==> src/rtl/present_dec.sv <==
// present_dec: iterative PRESENT-80 decryption core, one round per clock.
//
// Operation:
//   1. KEYFWD runs the key schedule forwards for N_ROUNDS edges to reach
//      the final round key K32. The ciphertext is whitened with K32 on the
//      last of these edges.
//   2. DEC applies N_ROUNDS inverse rounds. Each round walks the key
//      schedule one step backwards, undoes the permutation layer, undoes
//      the S-box layer, and then adds the recovered round key.
//
// Ports:
//   clk         rising-edge clock
//   nrst        asynchronous active-low reset
//   start       one-cycle pulse; samples key and ciphertext when idle
//   key         80-bit cipher key, bit 79 = MSB
//   ciphertext  64-bit block to decrypt
//   plaintext   result; valid when eoc pulses, held until the next result
//   busy        high from the cycle after an accepted start until eoc
//   eoc         one-cycle end-of-computation pulse
//
// Optional build macro:
//   PRESENT_DEC_KEY_CACHE_EN - remembers the last key and its K32 value.
//   A start that repeats the cached key skips KEYFWD, so the result
//   arrives after N_ROUNDS cycles instead of 2*N_ROUNDS.

module present_dec #(
  parameter int N_ROUNDS = 31
) (
  input  logic        clk,
  input  logic        nrst,
  input  logic        start,
  input  logic [79:0] key,
  input  logic [63:0] ciphertext,
  output logic [63:0] plaintext,
  output logic        busy,
  output logic        eoc
);

  typedef enum logic [1:0] {IDLE, KEYFWD, DEC} state_e;

  localparam logic [4:0] LAST_ROUND = 5'(N_ROUNDS);

  state_e      state_q, state_d;
  logic [4:0]  round_q, round_d;
  logic [79:0] keyReg_q, keyReg_d;
  logic [63:0] dataReg_q, dataReg_d;
  logic [63:0] plaintext_q, plaintext_d;
  logic        busy_q, busy_d;
  logic        eoc_q, eoc_d;

  logic [79:0] keyRot, keyNext, keyTmp, keyPrev;
  logic [63:0] dataDec;

`ifdef PRESENT_DEC_KEY_CACHE_EN
  logic [79:0] cachedKey_q, cachedKey_d;
  logic [79:0] cachedK32_q, cachedK32_d;
  logic        cacheValid_q, cacheValid_d;
  logic        cacheHit;
`endif

  function automatic logic [3:0] sbox4(input logic [3:0] x);
    case (x)
      4'h0: sbox4 = 4'hC;  4'h1: sbox4 = 4'h5;  4'h2: sbox4 = 4'h6;  4'h3: sbox4 = 4'hB;
      4'h4: sbox4 = 4'h9;  4'h5: sbox4 = 4'h0;  4'h6: sbox4 = 4'hA;  4'h7: sbox4 = 4'hD;
      4'h8: sbox4 = 4'h3;  4'h9: sbox4 = 4'hE;  4'hA: sbox4 = 4'hF;  4'hB: sbox4 = 4'h8;
      4'hC: sbox4 = 4'h4;  4'hD: sbox4 = 4'h7;  4'hE: sbox4 = 4'h1;  default: sbox4 = 4'h2;
    endcase
  endfunction

  function automatic logic [3:0] sboxInv4(input logic [3:0] x);
    case (x)
      4'h0: sboxInv4 = 4'h5;  4'h1: sboxInv4 = 4'hE;  4'h2: sboxInv4 = 4'hF;  4'h3: sboxInv4 = 4'h8;
      4'h4: sboxInv4 = 4'hC;  4'h5: sboxInv4 = 4'h1;  4'h6: sboxInv4 = 4'h2;  4'h7: sboxInv4 = 4'hD;
      4'h8: sboxInv4 = 4'hB;  4'h9: sboxInv4 = 4'h4;  4'hA: sboxInv4 = 4'h6;  4'hB: sboxInv4 = 4'h3;
      4'hC: sboxInv4 = 4'h0;  4'hD: sboxInv4 = 4'h7;  4'hE: sboxInv4 = 4'h9;  default: sboxInv4 = 4'hA;
    endcase
  endfunction

  // Output bit j takes input bit (16*j mod 63); bit 63 maps to itself.
  function automatic logic [63:0] pLayerInv(input logic [63:0] d);
    logic [63:0] r;
    r = '0;
    for (int j = 0; j < 63; j++) begin
      r[6'(j)] = d[6'((16 * j) % 63)];
    end
    r[63] = d[63];
    return r;
  endfunction

  function automatic logic [63:0] sLayerInv(input logic [63:0] d);
    logic [63:0] r;
    r = '0;
    for (int n = 0; n < 16; n++) begin
      r[6'(4 * n) +: 4] = sboxInv4(d[6'(4 * n) +: 4]);
    end
    return r;
  endfunction

  // Forward key-schedule step: rotate left 61, S-box on the top nibble,
  // then mix the round counter into bits 19..15.
  always_comb begin
    keyRot          = {keyReg_q[18:0], keyReg_q[79:19]};
    keyNext         = keyRot;
    keyNext[79:76]  = sbox4(keyRot[79:76]);
    keyNext[19:15]  = keyRot[19:15] ^ round_q;
  end

  // Backward key-schedule step: the forward step undone in reverse order.
  // The counter bits and the top nibble do not overlap, so both can be
  // undone from the current key directly before the right rotation.
  always_comb begin
    keyTmp         = keyReg_q;
    keyTmp[19:15]  = keyReg_q[19:15] ^ round_q;
    keyTmp[79:76]  = sboxInv4(keyReg_q[79:76]);
    keyPrev        = {keyTmp[60:0], keyTmp[79:61]};
    dataDec        = sLayerInv(pLayerInv(dataReg_q)) ^ keyPrev[79:16];
  end

`ifdef PRESENT_DEC_KEY_CACHE_EN
  assign cacheHit = cacheValid_q && (key == cachedKey_q);
`endif

  // Next-state logic for the round controller and datapath registers.
  always_comb begin
    state_d     = state_q;
    round_d     = round_q;
    keyReg_d    = keyReg_q;
    dataReg_d   = dataReg_q;
    plaintext_d = plaintext_q;
    busy_d      = busy_q;
    eoc_d       = 1'b0;
`ifdef PRESENT_DEC_KEY_CACHE_EN
    cachedKey_d  = cachedKey_q;
    cachedK32_d  = cachedK32_q;
    cacheValid_d = cacheValid_q;
`endif

    case (state_q)
      IDLE: begin
        if (start) begin
          busy_d = 1'b1;
`ifdef PRESENT_DEC_KEY_CACHE_EN
          if (cacheHit) begin
            keyReg_d  = cachedK32_q;
            dataReg_d = ciphertext ^ cachedK32_q[79:16];
            round_d   = LAST_ROUND;
            state_d   = DEC;
          end else begin
            // The cache entry is rewritten now and becomes usable only
            // once this operation has produced its K32.
            cachedKey_d  = key;
            cacheValid_d = 1'b0;
            keyReg_d     = key;
            dataReg_d    = ciphertext;
            round_d      = 5'd1;
            state_d      = KEYFWD;
          end
`else
          keyReg_d  = key;
          dataReg_d = ciphertext;
          round_d   = 5'd1;
          state_d   = KEYFWD;
`endif
        end
      end

      KEYFWD: begin
        keyReg_d = keyNext;
        if (round_q == LAST_ROUND) begin
          dataReg_d = dataReg_q ^ keyNext[79:16];
          state_d   = DEC;
`ifdef PRESENT_DEC_KEY_CACHE_EN
          cachedK32_d  = keyNext;
          cacheValid_d = 1'b1;
`endif
        end else begin
          round_d = round_q + 5'd1;
        end
      end

      DEC: begin
        keyReg_d  = keyPrev;
        dataReg_d = dataDec;
        if (round_q == 5'd1) begin
          plaintext_d = dataDec;
          eoc_d       = 1'b1;
          busy_d      = 1'b0;
          round_d     = 5'd0;
          state_d     = IDLE;
        end else begin
          round_d = round_q - 5'd1;
        end
      end

      default: begin
        state_d = IDLE;
      end
    endcase
  end

  // State and datapath registers with asynchronous active-low reset.
  always_ff @(posedge clk or negedge nrst) begin
    if (!nrst) begin
      state_q     <= IDLE;
      round_q     <= 5'd0;
      keyReg_q    <= '0;
      dataReg_q   <= '0;
      plaintext_q <= '0;
      busy_q      <= 1'b0;
      eoc_q       <= 1'b0;
`ifdef PRESENT_DEC_KEY_CACHE_EN
      cachedKey_q  <= '0;
      cachedK32_q  <= '0;
      cacheValid_q <= 1'b0;
`endif
    end else begin
      state_q     <= state_d;
      round_q     <= round_d;
      keyReg_q    <= keyReg_d;
      dataReg_q   <= dataReg_d;
      plaintext_q <= plaintext_d;
      busy_q      <= busy_d;
      eoc_q       <= eoc_d;
`ifdef PRESENT_DEC_KEY_CACHE_EN
      cachedKey_q  <= cachedKey_d;
      cachedK32_q  <= cachedK32_d;
      cacheValid_q <= cacheValid_d;
`endif
    end
  end

  assign plaintext = plaintext_q;
  assign busy      = busy_q;
  assign eoc       = eoc_q;

endmodule

==> config.mk <==
export PLATFORM = sky130hd
export DESIGN_NAME = present_dec
export DESIGN_NICKNAME = d
export VERILOG_FILES = /design/src/rtl/present_dec.sv
export SDC_FILE = /design/constraint.sdc
export NUM_CORES = 1
export LEC_CHECK = 0
export CORE_UTILIZATION = 52
export CTS_BUF_LIST = sky130_fd_sc_hd__clkbuf_4
export DETAILED_ROUTE_END_ITERATION = 10
export HOLD_SLACK_MARGIN = 0.08
export PLACE_DENSITY = 0.82
export SLEW_MARGIN = 20
export SYNTH_ARGS = -nofsm -noshare
export SYNTH_HDL_FRONTEND = slang
export SYNTH_SLANG_ARGS = --single-unit
==> constraint.sdc <==
create_clock -name clk -period 2.55 [get_ports clk]
set_input_delay 0.51 -clock clk [delete_from_list [all_inputs] [get_ports clk]]
set_output_delay 0.51 -clock clk [all_outputs]
set_load 0.05 [all_outputs]
---- Word level (Yosys, flattened, before mapping) ----
Memories as Yosys holds them, arrays and structs flattened.
Index checks and enable logic that the tools add are counted.
operators by class
  eq/ne operators ......................... 8
  bitwise operators ....................... 4
  multiplexer cells ....................... 18
  add/sub/neg operators ................... 2
  reductions and logical operators ........ 9
operators by type and width
  operator             count
  $pmux 80 s3          1
  $pmux 64 s3          1
  $mux 64              2
  $mux 80              1
  $xor 32x64->64       1
  $xor 64x64->64       1
  $mux 5               3
  $pmux 5 s3           1
  $reduce_and 3->1     4
  $xor 5x5->5          2
  $ne 2x2->1 const B   4
  $mux 2               3
  $pmux 2 s3           1
  $add 5x1->5 const B  1
  $eq 5x1->1 const B   1
  $eq 5x5->1 const B   1
  $sub 5x1->5 const B  1
  $mux 1               4
  $reduce_and 2->1     2
  $reduce_bool 3->1    1
  $eq 2x1->1 const B   1
  $eq 2x2->1 const B   1
  $logic_not 2->1      1
  $pmux 1 s2           1
  $reduce_bool 2->1    1
word-level totals
  word-level logic and storage cells ...... 58
  flip-flop bits (word level) ............. 217
  memories kept ........................... 10
  ROM bits ................................ 640
memories
  name              words  width  read ports  clocked after memory_dff  write ports  line  RTL
  (name not given)  16     4      1           0                         0            71    case (x)
  (name not given)  16     4      1           0                         0            71
  (name not given)  16     4      1           0                         0            71
  (name not given)  16     4      1           0                         0            71
  (name not given)  16     4      1           0                         0            71
  (name not given)  16     4      1           0                         0            71
  4 more memories   -      -      -           -                         -            -

---- Depth between registers and ports, before layout ----
  depth in word-level cells ............... 4
  depth in mapped cells ................... 9

---- Worst setup path before layout ----
OpenSTA, ideal clock, no wires.
  kind .................................... register -> register
  from .................................... reg keyReg_q[76]
  to ...................................... reg dataReg_q[0]
  setup slack ............................. 623 ps
  arrival time ............................ 1847 ps
  stages on the path, launching flop included .. 7
  period minus slack after synthesis ...... 1927 ps
  library setup time ...................... 80 ps
  cells stage by stage .................... dfrtp_1 inv_1 ha_1 mux4_2 xor2_1 o221a_1 o22ai_2
between the ends
  cells in the longest elaborated chain, start to end .. 3
ends and longest elaborated chain
  element                 line  RTL
  start, declared         45    logic [79:0] keyReg_q, keyReg_d;
  start signal, assigned  219   keyReg_q <= keyReg_d;
  $mem_v2 16x4            -
  $xor 32x64->64          116   dataDec = sLayerInv(pLayerInv(dataReg_q)) ^ keyPrev[79:16];
  $pmux 64 s3             138   case (state_q)
  end signal, assigned    220   dataReg_q <= dataReg_d;
  end, declared           46    logic [63:0] dataReg_q, dataReg_d;
Every way passes these cells.
A chain may end at the register's enable or synchronous reset.

---- Worst setup path in the final report ----
  from .................................... reg plaintext_q[57] (netlist: plaintext[57])
  to ...................................... out plaintext[57]
RTL lines
  element                 line  RTL
  start, declared         47    logic [63:0] plaintext_q, plaintext_d;
  start signal, assigned  221   plaintext_q <= plaintext_d;
  end, declared           34    output logic [63:0] plaintext,
No word-level cell between the ends.

==> results.md <==
- Largest net degree at the start of global routing: 80
- Reg2reg end: dataReg_q[5]
- Worst flop-to-flop path startpoint: round_q[3]
- DRC errors left: 0
- DRT Pass-1 Iters: 8
- Worst hold path type: register to register
- Tmin final: 2.328 ns
- Setup TNS: 0 ns
- Seq/Total Area, Yosys: 0.4556
- Pwr Density: 1040 mW/mm2
- Width of the die: 135.6 um
- Warnings, synthesis: 0
- Synth area leader: dfrtp_1
- Synth-to-Final Area Change: 23.24%
- Slew margin rel.: 0.5618
- Slowest-stage cell, CP: clkdlybuf4s50_1
- Resized cells post-CTS: 0
- Total GRT Usage: 0.2945
- Port Buffers: 164
- Num rows: 48
- Die H: 135.6 um
- Via count: 8280
- Postcts setup bufs: 0
- Core footprint: 0.01736 mm2
- Post-synth EDFFs: 0
- WS Path Type: register to primary output
- Worst Hold Path EP: plaintext[11]
- Drt first-iter violations: 1104
- CTS Buffer Depth: 2
- Post-Syn Nets: 1157
- Syn Area/Cell: 9.599 um2
- Crit-path max FO: 2
- VDD IR max: 0.7308 mV
- Clk_skew: 0.02451 ns
- Final setup fails: 0
- Placed Cells incl. Taps: 1301
- Critical Path AT: 1.82 ns
- Slew @ Worst Pin: 0.6573 ns
- Num CTS Buffers: 17
- Sink Count: 169
- Routability cong.: 0.8872
- Crit start category: register
- Hold-critical path depth: 2
- First-pass GRT wire length: 40.96 mm
- CP endpoint kind: primary output
- Hpwl dp: 18.91 mm
- Antenna-violating nets left: 0
- Main synth FF type: dfrtp_1
- Ys async rst share: 1.000
- Synthesized flop and latch total: 169
- TritonCTS clock tree: built
- Most common cell in the netlist: dfrtp_1
- Number of global-route vias before repair: 7501
- Leading post-synthesis cells by cell area: dfrtp_1, a221oi_1, nand2_1
- Starting Density: 0.5348
- Post-Synthesis Cells: 967
- Final core utilization: 0.6591
- Vias/cell: 6.202
- RSZ-0062 raised after global routing: no
- Antenna violations before repair: 1
- Post-synthesis cell type count: 45
- Fin. Hold Viols: 0
- Io pins: 213
- Fin cells: 1335
- Layout fillers: 1379
- F_max: 429.6 MHz
- Hold Path Origin: plaintext[11]
- Clk_lat worst skew: 0.59 ns
- Worst Path Required: 2.04 ns
- Final wirelength: 26.20 mm
- GR Overflow Total: 0
- Post-synth top area share: 0.4556
- Die ar.: 0.01839 mm2
- Final max-slew violation count: 0
- Post-synth top cells: dfrtp_1, nand2_1, nor2_1
- Clock Tree Root: clkbuf_4
- H-tree depth: 4
- Largest stage delay, worst path: 0.83 ns
- Reg clk slew, reported paths: 0.14 ns
- P_leak: 4.963 nW
- Synth Cell Area: 0.009283 mm2
- Status: finished, final reports clean
- CP startpoint: plaintext[57]
- Max Cap Violations: 0
- CP Buf/Inv Count: 1
- R2R Setup Slk: 0.29 ns
- Layout cell share with drive strength beyond 1: 0.09829
- R2R depth: 8
- Fin nets: 1286
- Worst-path cell chain: clkdlybuf4s50_1
- CP delay by family, top: buffers and inverters
- Routed WL per cell: 19.63 um
- Final worst path period share: 0.9128
- Register area: 0.004229 mm2
- Multi-input logic area: 0.004603 mm2
## flip-flops by register name (all words and copies together), names as in the netlist
signal     cells
keyReg_q      80
plaintext     64
dataReg_q     16
round_q        5
state_q        2
busy           1
eoc            1
## report_power, final
group | switching (mW) | internal [mW] | total [mW]
Clock | 1.02 | 0.500 | 1.52
Sequential | 1.35 | 3.47 | 4.83
Combinational | 3.21 | 2.34 | 5.55
## how the worst max path moves through the flow
| stage | endpoint | cells past startpoint |
|---|---|---|
| 2_1_floorplan | dataReg_q[0] | 6 |
| 3_3_place_gp | dataReg_q[7] | 8 |
| 3_5_place_dp | dataReg_q[5] | 8 |
| 4_1_cts | plaintext[44] | 1 |
| 5_1_grt | dataReg_q[5] | 8 |
| 6_report | plaintext[57] | 1 |
## tightest hold or removal path, stage by stage, from the launching register on
cell and delay (ns):
dfrtp_1 0.37, nand2_1 0.04, o21ai_0 0.06
## timing repair
item	4_1_cts	5_1_grt
endpoints found under the setup margin	0	0
hold buffers	1	0
endpoints found under the hold margin	59	0
## stage by stage
stage	area, um2	worst slack, ns	hold WS, ns	total power [mW]
finish	11440	0.2224	0.4955	11.90
floorplan	9283	0.6229	0.2144	8.351
global route	11440	0.1229	0.5091	12.67
global placement	11160	0.3831	0.4614	10.06
CTS	11440	0.2103	0.4884	11.77
detailed placement	11160	0.3145	0.4707	10.28
## routing by layer
metal	up-vias	wire length (um)	GRT usage
met5	-	0	0
li1	3737	-	-
met3	54	2687	0.04901
met1	3963	10990	0.4316
met2	526	11770	0.4348
met4	0	754	0.1117
## cell families (layout without fill, tap and decap cells)
kind of cell | after synthesis | in the layout | synth area share
compound gates | 285 | 285 | 0.2157
simple gates | 259 | 259 | 0.1120
flops | 169 | 169 | 0.4556
buf+inv | 113 | 255 | 0.05122
xor+xnor | 50 | 50 | 0.04718
mux | 48 | 48 | 0.06039
fa+ha+maj | 43 | 43 | 0.05796
other cells | 0 | 1 | 0
## placed cells by master (no fill, tap or decap), types with 3 or more instances in the layout
| cell type | n |
|---|---|
| o221a_2 | 6 |
| a31oi_1 | 6 |
| mux2i_1 | 11 |
| clkbuf_4 | 17 |
| ha_1 | 40 |
| nor2_1 | 83 |
| buf_4 | 19 |
| buf_12 | 7 |
| xnor2_1 | 16 |
| clkdlybuf4s50_1 | 163 |
| nand2_1 | 146 |
| clkinvlp_4 | 3 |
| nor2b_1 | 3 |
| nor3_1 | 9 |
| mux2_2 | 34 |
| mux4_2 | 3 |
| o21ai_0 | 81 |
| xor2_1 | 34 |
| clkinv_4 | 3 |
| dfrtp_1 | 169 |
| inv_1 | 31 |
| nand3_1 | 4 |
| a211oi_1 | 7 |
| o31ai_1 | 67 |
| o22ai_1 | 10 |
| inv_6 | 3 |
| a21oi_1 | 14 |
| nand2b_1 | 4 |
| o21ai_1 | 10 |
| a221oi_1 | 73 |
## area by class of cell
cell class,count,share of cell area
Sequential cell,169,0.3697
Antenna cell,1,0.0002187
Tap cell,225,0.02461
Clock buffer,17,0.01116
Inverter,32,0.01050
Clock inverter,15,0.01225
Timing Repair Buffer,191,0.1692
Multi-Input combinational cell,685,0.4024
(Power assumes the default switching activity.)
